File: config.mk
export PLATFORM = sky130hd
export DESIGN_NAME = mem_access_ctrl
export DESIGN_NICKNAME = d
export VERILOG_FILES = /design/src/rtl/mem_ctrl_pkg.sv /design/src/rtl/mem_wait_cnt.sv /design/src/rtl/mem_access_ctrl.sv
export SDC_FILE = /design/constraint.sdc
export NUM_CORES = 1
export LEC_CHECK = 0
export ABC_CLOCK_PERIOD_IN_PS = 2400
export CORE_MARGIN = 5
export CORE_UTILIZATION = 44
export CTS_BUF_LIST = sky130_fd_sc_hd__clkbuf_8
export CTS_CLUSTER_SIZE = 30
export DETAILED_ROUTE_END_ITERATION = 10
export GPL_ROUTABILITY_DRIVEN = 0
export PLACE_DENSITY = 0.88
export SETUP_SLACK_MARGIN = 0.5
export SLEW_MARGIN = 40
export SYNTH_ARGS = -nofsm -noshare
export SYNTH_HDL_FRONTEND = slang
export SYNTH_SLANG_ARGS = --single-unit
File: constraint.sdc
create_clock -name clk -period 2.4 [get_ports clk]
set_input_delay 0.48 -clock clk [delete_from_list [all_inputs] [get_ports clk]]
set_output_delay 0.48 -clock clk [all_outputs]
set_load 0.01 [all_outputs]
File: src/rtl/mem_ctrl_pkg.sv
// Shared types and constants for the data-memory access controller.
package mem_ctrl_pkg;

  // Controller states: idle, multi-cycle read wait, single write strobe,
  // completion response, and misaligned-access error response.
  typedef enum logic [2:0] {
    IDLE  = 3'd0,
    READ  = 3'd1,
    WRITE = 3'd2,
    RESP  = 3'd3,
    ERR   = 3'd4
  } ctrlState_e;

  // Low address bits that must be zero for a word-aligned access.
  localparam logic [1:0] ALIGN_MASK = 2'b11;

  // True when the low byte-address bits select a non-word boundary.
  function automatic logic isMisaligned(input logic [1:0] lowBits);
    return (lowBits & ALIGN_MASK) != 2'b00;
  endfunction

endpackage

File: src/rtl/mem_wait_cnt.sv
// Memory-latency wait counter: cleared by load, advanced by enable, and
// flags the last wait cycle (count == MEM_LATENCY-1).
module mem_wait_cnt #(
  parameter int MEM_LATENCY = 2
) (
  input  logic clk,
  input  logic rst,
  input  logic load,
  input  logic enable,
  output logic termCount
);

  localparam int CW = (MEM_LATENCY > 0) ? $clog2(MEM_LATENCY + 1) : 1;
  localparam logic [CW-1:0] LAST = CW'(MEM_LATENCY - 1);

  logic [CW-1:0] count;

  // Counter register: load restarts the wait from zero, enable steps it once per wait cycle.
  always_ff @(posedge clk) begin
    if (rst) begin
      count <= '0;
    end else if (load) begin
      count <= '0;
    end else if (enable) begin
      count <= count + 1'b1;
    end
  end

  // Terminal count marks the final cycle of the read wait.
  always_comb begin
    termCount = (count == LAST);
  end

endmodule

File: src/rtl/mem_access_ctrl.sv
// Data-memory access sequencer for the multicycle datapath: captures one
// load/store request, strobes the memory, loads the MDR and pulses done.
module mem_access_ctrl
  import mem_ctrl_pkg::*;
#(
  parameter int DATA_WIDTH  = 32,
  parameter int ADDR_WIDTH  = 32,
  parameter int MEM_LATENCY = 2
) (
  input  logic                  clk,
  input  logic                  rst,
  input  logic                  req,
  input  logic                  req_write,
  input  logic [ADDR_WIDTH-1:0] req_addr,
  input  logic [DATA_WIDTH-1:0] reg_b,
  input  logic [DATA_WIDTH-1:0] dmem_out,
  output logic [ADDR_WIDTH-1:0] dmem_addr,
  output logic [DATA_WIDTH-1:0] dmem_wdata,
  output logic                  dmem_we,
  output logic                  dmem_re,
  output logic                  mem_read,
  output logic [DATA_WIDTH-1:0] mdr,
  output logic                  busy,
  output logic                  done,
  output logic                  err
);

  if (MEM_LATENCY < 1) begin : gBadLatency
    $error("mem_access_ctrl: MEM_LATENCY must be at least 1");
  end

  ctrlState_e state;
  ctrlState_e stateNext;

  logic [ADDR_WIDTH-1:0] addrLatch;
  logic [DATA_WIDTH-1:0] regBLatch;
  logic                  capture;
  logic                  lastRead;
  logic                  mdrLoad;

  // A request is only honoured while idle; the access direction is kept
  // implicitly by which state the FSM moves into.
  always_comb begin
    capture = (state == IDLE) && req;
  end

  mem_wait_cnt #(
    .MEM_LATENCY(MEM_LATENCY)
  ) waitCnt (
    .clk      (clk),
    .rst      (rst),
    .load     (capture),
    .enable   (state == READ),
    .termCount(lastRead)
  );

  // Address and store-data latches hold from one capture to the next.
  always_ff @(posedge clk) begin
    if (rst) begin
      addrLatch <= '0;
      regBLatch <= '0;
    end else if (capture) begin
      addrLatch <= req_addr;
      regBLatch <= reg_b;
    end
  end

  // FSM state register.
  always_ff @(posedge clk) begin
    if (rst) begin
      state <= IDLE;
    end else begin
      state <= stateNext;
    end
  end

  // Next-state and strobe decode; everything idles low unless a state claims it.
  always_comb begin
    stateNext = state;
    dmem_we   = 1'b0;
    dmem_re   = 1'b0;
    mem_read  = 1'b0;
    done      = 1'b0;
    err       = 1'b0;
    busy      = 1'b1;
    case (state)
      IDLE: begin
        busy = 1'b0;
        if (req) begin
          if (isMisaligned(req_addr[1:0])) begin
            stateNext = ERR;
          end else if (req_write) begin
            stateNext = WRITE;
          end else begin
            stateNext = READ;
          end
        end
      end
      WRITE: begin
        dmem_we   = 1'b1;
        stateNext = RESP;
      end
      READ: begin
        dmem_re = 1'b1;
        if (lastRead) begin
          mem_read  = 1'b1;
          stateNext = RESP;
        end
      end
      RESP: begin
        done      = 1'b1;
        stateNext = IDLE;
      end
      ERR: begin
        done      = 1'b1;
        err       = 1'b1;
        stateNext = IDLE;
      end
      default: begin
        stateNext = IDLE;
      end
    endcase
  end

  // The MDR loads once per access: the bypassed register-B value on a store,
  // or the memory read data in the final read cycle.
  always_comb begin
    mdrLoad = (state == WRITE) || ((state == READ) && lastRead);
  end

  // MDR register, source chosen by mem_read.
  always_ff @(posedge clk) begin
    if (rst) begin
      mdr <= '0;
    end else if (mdrLoad) begin
      mdr <= mem_read ? dmem_out : regBLatch;
    end
  end

  // Memory address/data ports present the captured request.
  always_comb begin
    dmem_addr  = addrLatch;
    dmem_wdata = regBLatch;
  end

endmodule

==> impl_metrics.py, run 1 <==
metrics = {
    "critical_path": {
        "cp.required_ps": 1920,
        "crit_path_start_kind": "flop",
        "cp_max_fo": 4,
        "endpoint_kind": "output port",
        "arrival_ps": 1390,
        "path_class": "flop to output port",
    },
    "drt": {
        "vias": 3996,
        "totalWireLength_um": 12200,
        "drtPass1Iterations": 4,
        "via_per_inst": 5.06,
        "remaining_drc_errors": 0,
        "detail-route-antenna-nets": 0,
        "wl_per_cell_um": 15.5,
        "drt-initial-drc-count": 115,
    },
    "synth": {
        "yosysWarnings": 0,
        "syn_nets": 592,
        "syn_area_um2": 3860,
        "yosysSeqAreaShare": 0.523,
        "ys.flop_type": "dfxtp_1",
        "synth_seq_cells": 101,
        "syn_avg_cell_area_um2": 7.87,
        "synth-edff-count": 0,
        "synth_cell_types": 28,
        "async_flop_share": 0,
        "synthCells": 491,
    },
    "cts": {
        "cts.reportedPaths.clkPinSlew_ps": 80,
        "cts.sinks": 101,
        "cts_root_buf": "clkbuf_8",
        "clk_latency_ps": 340,
        "cts_max_path_buffers": 2,
        "h-tree-depth": 3,
        "cts_tree": "built",
        "cts_buffers": 9,
    },
    "cells_and_area": {
        "layoutNonFillerInstCount": 789,
        "seq_area_um2": 2030,
        "drive_gt1_frac": 0.0675,
        "num-fill-cells": 684,
        "areaGrowthSynthToFinish_pct": 61.2,
        "finalNetCount": 777,
        "diodes": 0,
        "multi_input_area_um2": 1650,
    },
    "placed_design": {
        "hpwl_um": 8910,
        "io_buffers": 201,
        "dp.cells": 769,
    },
    "global_route": {
        "grt_pass1_vias": 4034,
        "antenna_found_initial": 0,
        "grt_first_pass_wirelength_um": 19700,
        "grt_overflow": 0,
        "grt_use_total": 0.217,
        "grt_max_degree": 77,
    },
    "timing": {
        "rsz0062_at_grt": "true",
        "skew_ps": 10.9,
        "fin_crit_sh": 0.777,
        "fmax_ghz": 0.536,
        "setup_viol": 0,
        "worst_pin_slew_ps": 800,
        "min_period_ps": 1870,
        "slew_headroom": 0.467,
        "slew_viol_final": 0,
        "tns_ps": 0,
        "finalHoldViolations": 0,
    },
    "power": {
        "p_leak_nw": 2.26,
        "peakVddDrop_v": 0.000438,
        "pwr_density_cell_nw_per_um2": 624,
    },
    "die": {
        "start_util": 0.448,
        "fp.dieArea_um2": 10800,
        "ios": 202,
        "die_h_um": 104,
        "num_rows": 34,
        "die_w_um": 104,
        "coreArea_um2": 8640,
    },
    "hold_path": {
        "hp-class": "flop to flop",
    },
    "run_status": {
        "status": "finished clean",
    },
    "run": {
        "drv_cap": 0,
    },
}
through the flow:
step	setup WS [ps]	hold WS [ps]	cell area (µm²)	power [mW]	utilization
final	534	457	6230	3.89	0.721
after global routing	483	475	6230	4.07	0.721
after CTS	330	458	6200	3.91	0.718
after detailed placement	115	446	5910	2.57	0.684
after global placement	195	441	5910	2.55	0.684
after floorplan	729	480	3860	2.15	-
area by class of cell:
| class | instances | share of cell area |
|---|---|---|
| repair buffers | 216 | 0.342 |
| flip-flops and latches | 101 | 0.326 |
| multi-input cells | 343 | 0.266 |
| well taps | 108 | 0.0217 |
| clock inverters | 7 | 0.0211 |
| clock buffers | 9 | 0.0199 |
| inverters | 5 | 0.00382 |
metal layers:
metal | vias up | part of all wire | track usage
met4 | 0 | 0.021 | 0.0740
met1 | 1820 | 0.40 | 0.252
met5 | - | 0 | 0
met2 | 160 | 0.50 | 0.378
met3 | 22 | 0.081 | 0.0653
li1 | 1994 | - | -
sequential cells by signal (all words and copies together), names as in the netlist:
signal,flops
dmem_addr,32
dmem_wdata,32
mdr,32
state,3
waitCnt.count,2
kinds of logic (layout without fill, tap and decap cells):
group	count (synthesis)	in the layout	share of synthesized area
compound gates	102	102	0.167
xor+xnor	1	1	0.00227
fa+ha+maj	1	1	0.00324
buf+inv	47	237	0.0602
flops	101	101	0.523
simple gates	239	239	0.244
synth_stat cells (2+ instances only):
master	instances	area (µm²)
clkbuf_1	22	82.6
nor3_1	2	10.0
dfxtp_1	101	2020
a21oi_1	65	325
nor2_1	35	131
nand2_1	193	724
buf_6	4	45.0
inv_1	4	15.0
buf_2	14	70.1
a2111oi_0	2	17.5
a311oi_1	32	280
critical path, stage by stage (launching register included):
cell	delay (ps)
dfxtp_4	370
buf_6	110
or3b_4	410
clkinv_4	60
buf_6	100
cell usage in the layout (no fill, tap or decap), types with 3 or more instances in the layout:
master	Yosys	routed
a311oi_1	32	32
bufinv_16	0	4
dfxtp_1	101	99
buf_4	1	13
inv_1	4	7
clkbuf_8	0	9
nor2_1	35	34
buf_6	4	3
nand2_1	193	193
a21oi_1	65	65
clkdlybuf4s50_1	0	194
where the power goes:
part	total (mW)	internal (mW)	leakage (nW)	switching, mW
logic	0.717	0.398	1.30	0.318
registers	1.83	1.77	0.826	0.0620
clock network	1.34	0.788	0.137	0.550
timing repair:
action	4_1_cts	5_1_grt
hold buffers	0	0
buffers inserted	3	1
pin swaps	1	1
setup endpoints to repair	7	26
resized for setup	25	13
worst paths after layout:
path                                     from            end  slack (ps)  cells past startpoint
worst min-delay path            dmem_addr[19]  dmem_addr[19]         460                      2
worst max-delay path                 state[2]        dmem_we         530                      4
worst min register to register  dmem_addr[19]  dmem_addr[19]         460                      2
worst max register to register       state[2]        mdr[23]         600                      6
(Power assumes the default switching activity.)
==> inputs of run 2 (changes only) <==
ABC_CLOCK_PERIOD_IN_PS = 1700   (was 2400)
CORE_UTILIZATION = 37   (was 44)
PLACE_DENSITY = 0.79   (was 0.88)
clock period = 1.7 ns   (was 2.4 ns; I/O delays follow)
==> run 2 against run 1 <==
  * The flow now finishes with violations (negative setup slack)
  * Largest cell class unchanged
  * Worst setup slack got worse by 540 ps
  * Sequential share of layout area decreased by 3.3 points
  * Combinational power increased by 110%
==> impl_metrics.py, run 2 (synthesized netlist as in run 1, its figures left out) <==
metrics = {
    "global_route": {
        "grt_overflow": 0,
        "grt_pass1_vias": 4561,
        "grt_first_pass_wirelength_um": 22700,
        "grt_max_degree": 46,
        "antenna_found_initial": 0,
        "grt_use_total": 0.218,
    },
    "drt": {
        "via_per_inst": 5.06,
        "vias": 4567,
        "remaining_drc_errors": 0,
        "drt-initial-drc-count": 214,
        "totalWireLength_um": 15500,
        "wl_per_cell_um": 17.2,
        "detail-route-antenna-nets": 0,
        "drtPass1Iterations": 4,
    },
    "cells_and_area": {
        "fin_area_um2": 7330,
        "finalNetCount": 862,
        "diodes": 0,
        "final_common_cell": "nand2_1",
        "areaGrowthSynthToFinish_pct": 89.8,
        "layoutNonFillerInstCount": 902,
        "final_cell_mix": "nand2_1 (193), dfxtp_2 (98), clkdlybuf4s50_1 (98)",
        "num-fill-cells": 795,
        "drive_gt1_frac": 0.448,
    },
    "critical_path": {
        "path_class": "flop to flop",
        "endpoint_kind": "flop",
        "crit_path_start_kind": "flop",
        "cp.required_ps": 1940,
        "arrival_ps": 1940,
        "cp_max_fo": 5,
        "r2r_cells": 6,
    },
    "run_status": {
        "violations": "negative setup slack",
        "status": "complete, but fails checks",
    },
    "die": {
        "ios": 202,
        "coreArea_um2": 10300,
        "die_w_um": 112,
        "fp.dieArea_um2": 12600,
        "num_rows": 37,
        "die_h_um": 112,
        "start_util": 0.376,
    },
    "placed_design": {
        "hpwl_um": 9030,
        "dpl_worst_slack_ps": -162,
        "dp.cells": 806,
        "placed_area_um2": 6100,
        "io_buffers": 201,
    },
    "timing": {
        "slew_headroom": 0.776,
        "rsz0062_at_grt": "true",
        "fin_crit_sh": 1.00,
        "skew_ps": 21.2,
        "min_period_ps": 1700,
        "timing.hold.ws_ps": 384,
        "slew_viol_final": 0,
        "finalHoldViolations": 0,
        "fmax_ghz": 0.587,
        "setup_viol": 1,
        "finalWorstSetupSlack_ps": -3.49,
        "worst_pin_slew_ps": 335,
        "tns_ps": -3.49,
    },
    "run": {
        "drv_cap": 0,
    },
    "hold_path": {
        "hold_depth": 2,
        "hp-class": "input pin to flop",
    },
    "cts": {
        "cts_hold_buffers": 0,
        "cts_root_buf": "clkbuf_8",
        "h-tree-depth": 3,
        "cts.reportedPaths.clkPinSlew_ps": 100,
        "cts.sinks": 101,
        "clk_latency_ps": 360,
        "cts_buffers": 9,
        "cts_tree": "built",
        "cts_max_path_buffers": 2,
    },
    "power": {
        "pwr_density_cell_nw_per_um2": 763,
        "p_leak_nw": 3.10,
        "peakVddDrop_v": 0.000570,
    },
}
[run 2: cell count changes in the layout (fill, tap and decap cells not counted), moves of 46 or more]
cell / delta
buf_6: +61
clkdlybuf4s50_1: -96
buf_2: +46
dfxtp_2: +98
dfxtp_1: -96
buf_4: +53
[run 2: final timing paths]
kind | from | to | slack [ps]
setup / recovery | state[1] | dmem_addr[2] | -3
setup reg to reg | state[1] | dmem_addr[2] | -3
hold reg to reg | dmem_addr[18] | dmem_addr[18] | 450
hold / removal | rst | dmem_wdata[31] | 380
[run 2: per-stage QoR]
stage          utilization  total power, mW
6_report             0.714             5.59
5_1_grt              0.714             5.87
4_1_cts              0.645             5.38
3_5_place_dp         0.593             3.70
3_3_place_gp         0.593             3.68
2_1_floorplan            -             3.08
[run 2: area by class of cell]
| cell class | count | area, µm² | share of cell area |
|---|---|---|---|
| Clock buffer | 10 | 138 | 0.0188 |
| Clock inverter | 6 | 43.8 | 0.00597 |
| Inverter | 5 | 23.8 | 0.00324 |
| Multi-Input combinational cell | 344 | 1790 | 0.245 |
| Sequential cell | 101 | 2140 | 0.292 |
| Tap cell | 136 | 170 | 0.0232 |
| Timing Repair Buffer | 300 | 3020 | 0.412 |
[run 2: repair_timing]
item	in CTS	in global routing
endpoints found under the setup margin	202	167
buffers inserted	44	18
cloned	9	9
resized for setup	535	84
pin swaps	6	8
[run 2: worst max-delay path: stages, from the launching register on]
cell,delay [ps]
dfxtp_2,350
buf_6,130
buf_4,140
or4b_4,640
clkbuf_16,220
nand2_1,80
a21oi_1,60
[run 2: power by group]
group	internal (mW)	total, mW	switching [mW]
clock network	0.589	1.45	0.861
logic	0.901	1.53	0.630
registers	2.52	2.61	0.0909
[run 2: per-layer routing]
layer | up-vias | GRT usage | part of all wire
li1 | 2188 | - | -
met1 | 2132 | 0.263 | 0.40
met2 | 201 | 0.373 | 0.48
met3 | 46 | 0.0593 | 0.081
met4 | 0 | 0.0777 | 0.039
met5 | - | 0 | 0
==> inputs of run 3 (changes only) <==
CORE_ASPECT_RATIO = 0.9   (was not set)
==> run 3 against run 2 <==
  * The run still ends with negative setup slack left
  * Global-route usage decreased by 0.21 points
  * Hold slack got worse by 6.3 ps
  * Cell count is 1.2% lower
  * Non-clock buffer count is 3 lower
  * Sequential share of layout area decreased by 0.81 points
  * Critical endpoint is now dmem_wdata[31]
  * Largest power group unchanged
  * Highest routed layer unchanged
==> impl_metrics.py, run 3 (synthesized netlist as in run 1, its figures left out) <==
metrics = {
    "run_status": {
        "status": "complete, but fails checks",
        "violations": "negative setup slack",
    },
    "critical_path": {
        "timing.rr.start": "state[1]",
        "ff2ff_setup_slack_ps": -9,
        "arrival_ps": 1950,
        "path_class": "flop to flop",
        "endpoint_kind": "flop",
        "cp_top_family": "simple AND/OR/NAND/NOR gates",
        "cp_max_fo": 7,
        "path_common_cell": "buf_6",
        "r2r_cells": 6,
        "slowest_stage": "or4b_4",
        "path_cells": "buf_6 -> or4b_4 -> buf_6 -> clkbuf_16 -> nand2_4 -> a21oi_2",
        "endpoint": "dmem_wdata[31]",
        "path_depth": 6,
        "crit_start": "state[1]",
        "rr_endpoint": "dmem_wdata[31]",
        "slowest_delay_ps": 660,
        "cp.required_ps": 1940,
        "path_buf_inv": 3,
        "crit_path_start_kind": "flop",
    },
    "placed_design": {
        "io_buffers": 201,
        "dp.cells": 801,
        "dpl_worst_slack_ps": -148,
        "placed_area_um2": 6100,
        "hpwl_um": 8920,
    },
    "timing": {
        "worst_pin_slew_ps": 352,
        "skew_ps": 8.34,
        "fmax_ghz": 0.585,
        "finalHoldViolations": 0,
        "setup_viol": 8,
        "fin_crit_sh": 1.01,
        "finalWorstSetupSlack_ps": -8.66,
        "slew_headroom": 0.759,
        "min_period_ps": 1710,
        "rsz0062_at_grt": "true",
        "slew_viol_final": 0,
    },
    "global_route": {
        "antenna_found_initial": 0,
        "grt_pass1_vias": 4398,
        "grt_use_total": 0.216,
        "grt_overflow": 0,
        "grt_first_pass_wirelength_um": 22400,
        "grt_max_degree": 65,
    },
    "die": {
        "num_rows": 35,
        "coreArea_um2": 10200,
        "ios": 202,
        "start_util": 0.377,
        "die_w_um": 118,
        "die_h_um": 107,
        "fp.dieArea_um2": 12600,
    },
    "power": {
        "total_power_mw": 5.53,
        "pwr_density_cell_nw_per_um2": 729,
        "p_leak_nw": 3.27,
        "peakVddDrop_v": 0.000553,
    },
    "drt": {
        "detail-route-antenna-nets": 0,
        "remaining_drc_errors": 0,
        "totalWireLength_um": 15300,
        "drtPass1Iterations": 4,
        "vias": 4503,
        "drt-initial-drc-count": 246,
        "wl_per_cell_um": 17.1,
        "via_per_inst": 5.05,
    },
    "cts": {
        "cts_max_path_buffers": 2,
        "cts.reportedPaths.clkPinSlew_ps": 100,
        "cts_root_buf": "clkbuf_8",
        "cts_tree": "built",
        "h-tree-depth": 3,
        "cts.sinks": 101,
        "cts_buffers": 9,
        "cts_hold_buffers": 0,
        "clk_latency_ps": 360,
    },
    "cells_and_area": {
        "diodes": 0,
        "num-fill-cells": 715,
        "fin_area_um2": 7580,
        "seq_area_um2": 2160,
        "multi_input_area_um2": 2050,
        "final_cell_mix": "nand2_1 (135), clkdlybuf4s50_1 (98), dfxtp_2 (95)",
        "final_common_cell": "nand2_1",
        "areaGrowthSynthToFinish_pct": 96.2,
        "finalNetCount": 858,
        "drive_gt1_frac": 0.537,
        "layoutNonFillerInstCount": 891,
    },
    "hold_path": {
        "hp-class": "input pin to flop",
    },
    "run": {
        "drv_cap": 0,
    },
}
[run 3: final cells by class]
| class | count | area share |
|---|---|---|
| Clock buffer | 9 | 0.0163 |
| Clock inverter | 7 | 0.00594 |
| Inverter | 5 | 0.00314 |
| Multi-Input combinational cell | 343 | 0.270 |
| Sequential cell | 101 | 0.284 |
| Tap cell | 129 | 0.0213 |
| Timing Repair Buffer | 297 | 0.399 |
[run 3: power by group]
part / internal, mW / switching (mW) / total, mW
Clock: 0.529 / 0.838 / 1.37
Sequential: 2.52 / 0.105 / 2.63
Combinational: 0.886 / 0.652 / 1.54
[run 3: timing repair]
item / in CTS / in global routing
setup endpoints to repair: 201 / 184
pin swaps: 19 / 44
setup buffers: 31 / 33
cloned: 8 / 2
resized for setup: 537 / 197
[run 3: how the worst min path moves through the flow]
stage,start,endpoint,slack [ps],cells after the start
after CTS,rst,dmem_addr[15],360,2
final,rst,dmem_wdata[31],380,2
after detailed placement,dmem_addr[31],dmem_addr[31],440,2
after floorplan,dmem_addr[0],dmem_addr[0],480,2
after global placement,dmem_addr[25],dmem_addr[25],440,2
after global routing,rst,dmem_wdata[31],370,2
[run 3: per-layer routing]
metal  wire length (µm)  track usage  up-vias  part of all wire
li1                   -            -     2163                 -
met1               5900        0.251     2116              0.39
met2               7690        0.375      189              0.50
met3               1240       0.0728       35             0.081
met4                435       0.0713        0             0.028
met5                  0            0        -                 0
[run 3: stage by stage]
| stage | hold WS, ps | TNS [ps] | util |
|---|---|---|---|
| after floorplan | 476 | 0 | - |
| after global placement | 438 | -5780 | 0.596 |
| after detailed placement | 444 | -8250 | 0.596 |
| after CTS | 362 | 0 | 0.631 |
| after global routing | 371 | -1350 | 0.740 |
| final | 378 | -39.8 | 0.740 |
